### src/rtl/packed_dup_unpacker.sv
// rtl/packed_dup_unpacker.sv - receive side of the duplicated packed-word path
//
// Accepts one word {hi, lo} (each W = ELEM_W*NELEM bits) on a valid/ready
// handshake. It compares the two copies, then streams the leaf elements of
// lo one per handshake, LSB element first, each tagged with its flat index.
//
// Ports:
//   clk, rst_n     clock (rising edge), asynchronous active-low reset
//   in_valid       input word valid
//   in_ready       block can accept a word
//   in_data        {hi copy, lo copy}; only lo is streamed
//   out_valid      element valid
//   out_ready      consumer accepts element
//   out_elem       current element
//   out_idx        flat element index; MSB = outermost nesting dimension
//   out_last       asserted on the final element of the word
//   out_mismatch   hi != lo for the word being streamed
//   err_count      saturating count of mismatched words accepted
module packed_dup_unpacker #(
    parameter int ELEM_W = 2,
    parameter int NELEM  = 8,
    localparam int W     = ELEM_W * NELEM,
    localparam int IDX_W = $clog2(NELEM)
) (
    input  logic              clk,
    input  logic              rst_n,
    input  logic              in_valid,
    output logic              in_ready,
    input  logic [2*W-1:0]    in_data,
    output logic              out_valid,
    input  logic              out_ready,
    output logic [ELEM_W-1:0] out_elem,
    output logic [IDX_W-1:0]  out_idx,
    output logic              out_last,
    output logic              out_mismatch,
    output logic [7:0]        err_count
);

    typedef enum logic {
        S_IDLE   = 1'b0,
        S_STREAM = 1'b1
    } state_t;

    state_t           r_state;
    state_t           w_state_nxt;
    logic [W-1:0]     r_shreg;
    logic [IDX_W-1:0] r_idx;
    logic             r_mismatch;
    logic [7:0]       r_err_count;

    logic             w_accept;
    logic             w_beat;
    logic             w_last;
    logic [W-1:0]     w_lo;
    logic [W-1:0]     w_hi;

    assign w_lo     = in_data[W-1:0];
    assign w_hi     = in_data[2*W-1:W];
    assign w_last   = (r_state == S_STREAM) && (r_idx == IDX_W'(NELEM - 1));
    assign w_beat   = out_valid && out_ready;
    assign w_accept = in_valid && in_ready;

    always_ff @(posedge clk or negedge rst_n) begin
        if (!rst_n) begin
            r_state <= S_IDLE;
        end else begin
            r_state <= w_state_nxt;
        end
    end

    // in_ready is combinational from out_ready so a new word can be taken on
    // the last beat of the current one without an idle cycle in between.
    always_comb begin
        w_state_nxt = r_state;
        in_ready    = 1'b0;
        out_valid   = 1'b0;
        case (r_state)
            S_IDLE: begin
                in_ready = 1'b1;
                if (in_valid) begin
                    w_state_nxt = S_STREAM;
                end
            end
            S_STREAM: begin
                out_valid = 1'b1;
                in_ready  = w_last && out_ready;
                if (w_last && out_ready) begin
                    w_state_nxt = in_valid ? S_STREAM : S_IDLE;
                end
            end
            default: begin
                w_state_nxt = S_IDLE;
            end
        endcase
    end

    // A load takes priority over a shift: when both happen on the last beat,
    // the old word is finished and the new word replaces it.
    always_ff @(posedge clk or negedge rst_n) begin
        if (!rst_n) begin
            r_shreg     <= '0;
            r_idx       <= '0;
            r_mismatch  <= 1'b0;
            r_err_count <= 8'd0;
        end else if (w_accept) begin
            r_shreg    <= w_lo;
            r_idx      <= '0;
            r_mismatch <= (w_hi != w_lo);
            if ((w_hi != w_lo) && (r_err_count != 8'hFF)) begin
                r_err_count <= r_err_count + 8'd1;
            end
        end else if (w_beat) begin
            r_shreg <= r_shreg >> ELEM_W;
            r_idx   <= r_idx + IDX_W'(1);
        end
    end

    assign out_elem     = r_shreg[ELEM_W-1:0];
    assign out_idx      = r_idx;
    assign out_last     = w_last;
    assign out_mismatch = r_mismatch;
    assign err_count    = r_err_count;

endmodule

### config.mk
export PLATFORM = sky130hd
export DESIGN_NAME = packed_dup_unpacker
export DESIGN_NICKNAME = d
export VERILOG_FILES = /design/src/rtl/packed_dup_unpacker.sv
export SDC_FILE = /design/constraint.sdc
export NUM_CORES = 1
export LEC_CHECK = 0
export BUFFER_PORTS_ARGS = -buffer_cell sky130_fd_sc_hd__buf_2
export CORE_MARGIN = 4
export CORE_UTILIZATION = 35
export DETAILED_ROUTE_END_ITERATION = 7
export GPL_ROUTABILITY_DRIVEN = 1
export PLACE_DENSITY_LB_ADDON = 0.25
export SLEW_MARGIN = 10
export SYNTH_ARGS = -nofsm -noshare
export SYNTH_HDL_FRONTEND = slang
export SYNTH_SLANG_ARGS = --single-unit
### constraint.sdc
create_clock -name clk -period 1.9 [get_ports clk]
set_input_delay 0.19 -clock clk [delete_from_list [all_inputs] [get_ports clk]]
set_output_delay 0.19 -clock clk [all_outputs]
set_load 0.01 [all_outputs]
==> metrics.txt <==
portion of synthesized cell area occupied by the leading cell type 47.4%; worst slack on hold paths 0.155 ns; vias in the first global route 1184; flip-flop and latch area 726 sq um; worst voltage drop across the vdd grid 0.395 mV; Period minus WS final 1.78 ns; number of max-slew violations in the final report 0; final core utilization 47.7%; PortBufs 52; count of different cell masters after synthesis 29; remaining global-route overflow 0; library cell with the highest instance count after synthesis dfrtp_1; Remaining DRCs 0; chip width 74.2 um; total I/O pin count 53; transition time at the pin with the least slew margin 0.665 ns; antenna violation net count after detailed routing 0; smallest setup slack after layout 0.116 ns; outcome finished, final reports clean; worst reg-to-reg setup slack 0.12 ns; worst setup path class flip-flop to flip-flop; max_cap viols 0; initial cell density of the core 37.2%; WP data arrival 1.95 ns; Finished Cell Area 1960 sq um; Final Non-Filler Cells 255; total number of vias 1198; clock-pin slew on the worst setup and hold paths 0.06 ns; routed length on met1 1460 um; Routed wire per std cell 12.9 um; Filler cells 402; count of standard-cell rows 23; nets in the synthesized netlist 185; placed instance area 1870 sq um; maximum frequency from static timing analysis 0.560 GHz; unrepaired setup endpoints after global routing no; Longest Clk Path Bufs 2; number of sinks handled by clock tree synthesis 29; total power 1.86 mW; highest net fanout along the worst path 4; ranking of synthesized cells by instance count dfrtp_1 (29), nand2_1 (23), o21ai_0 (17), xnor2_1 (16), mux2i_1 (15); critical path data required time 2.06 ns; share of layout cells above drive strength 1 34.6%; post-CTS repair timing setup buffer count 0; placer congestion estimate 0.818; Synth area leader dfrtp_1; clock network latency to the later pin of the worst-skew pair 0.27 ns; final worst path period share 93.9%; clock tree from TritonCTS done; headroom to the max-slew limit 55.6%; Final setup violation count 0; gate count of the mapped netlist 146; number of DRC markers in iteration 0 43; Power Dens Cells 948 nW/um^2; number of antenna violations at the first check in global routing 0; root buffer selected by CTS clkbuf_8; Area contributors post-synth dfrtp_1 (47%), mux2i_1 (9.8%), xnor2_1 (9.2%); GRT Resource Usage Total 12.9%; wire length after detailed routing 3280 um; DIE AREA 5500 sq um; HPWL after detailed placement 2610 um; met3 wire len 225 um; Floorplan Core Area 4120 sq um; type of the most critical hold path primary input to flip-flop; area occupied by multi-input gates 773 sq um; leakage power figure 1.06 nW; flop and latch count out of synthesis 29; first-pass GRT wire length 5370 um; layout-stage area growth over the synthesis result 28.3%; met2 wire length 1560 um; number of synthesis warnings 0; async set-reset flop share out of synthesis 100%; skew final 0.00493 ns; number of detailed-route iterations in the first pass 4; Post-Syn Area per Cell 10.5 sq um; sum of negative setup slack 0 ns; Cell Count Post-Placement 246; dominant register cell in the synthesized netlist dfrtp_1; TritonCTS Buffers 5; kind of capture point of the worst setup path flip-flop; number of enable flip-flop cells after synthesis 0; Net count, final 243; final-report hold violation count 0; overall die height 74.2 um; sort of element at the start of the critical path flip-flop; sequential element share of the synthesized area 47.4%; detail-routed via count per cell 4.70; Max H-tree Level 2; Syn Std Cell Area 1530 sq um; number of antenna repair diodes 0; maximum number of pins on one net before global-route repair 31; DR top layer met4; worst setup slack before clock tree synthesis 0.0731 ns
[sequential cells by signal (all words and copies together) (netlist names)]
signal	flops
err_count	8
r_shreg	16
r_state	1
out_idx	3
out_mismatch	1
[final cells by class]
class                           instances  area share (%)
Sequential cell                        29            36.9
Timing Repair Buffer                   58            16.3
Clock inverter                          2           0.510
Clock buffer                            6            3.69
Multi-Input combinational cell        110            39.4
Tap cell                               50            3.18
[layout by cell type, fill, tap and decap left out, drive strengths merged, types with 2 or more instances in the layout]
cell type,instances
nand3,3
nor3,2
and2,2
nand4,5
nand2b,2
xor2,6
mux2,2
a22o,2
xnor2,16
mux2i,15
o21ai,17
nor2,3
clkbuf,6
dfrtp,29
buf,57
clkinv,2
nor4,2
nand2,24
ha,3
[layer usage]
layer	vias to the layer above	global-route usage [%]
li1	618	-
met1	545	17.2
met2	31	19.9
met3	4	3.92
met4	0	4.83
met5	-	0
[final timing paths]
kind                              from            to  cells after the start
setup / recovery            out_idx[0]  err_count[1]                      7
hold / removal             in_data[15]   r_shreg[15]                      2
setup reg to reg            out_idx[0]  err_count[1]                      7
hold reg to reg             r_shreg[0]    r_shreg[0]                      2
max in group asynchronous        rst_n    r_shreg[0]                      2
min in group asynchronous        rst_n  err_count[5]                      2
[critical path, stage by stage (launching register included)]
cell and delay [ns]:
dfrtp_1 0.41, ha_1 0.21, ha_1 0.19, a21bo_2 0.22, and2_1 0.20, nand2_1 0.12, nor2_2 0.06, mux2_2 0.26
[kinds of logic after synthesis]
group | count (synthesis) | share of synthesized area [%]
simple gates | 46 | 15.7
flops | 29 | 47.4
compound gates | 22 | 8.25
xor+xnor | 22 | 12.6
mux | 17 | 11.3
buf+inv | 7 | 2.37
fa+ha+maj | 3 | 2.45
[power by group]
group,internal (mW),leakage (nW),switching (mW)
registers,0.766,0.385,0.103
clock network,0.253,0.0450,0.221
logic,0.254,0.630,0.265
[what timing repair did]
| item | in CTS | in global routing |
|---|---|---|
| gates resized for setup | 0 | 1 |
| endpoints found under the setup margin | 0 | 3 |
| hold endpoints to repair | 29 | 0 |
| hold buffers | 1 | 0 |
(Power assumes the default switching activity.)
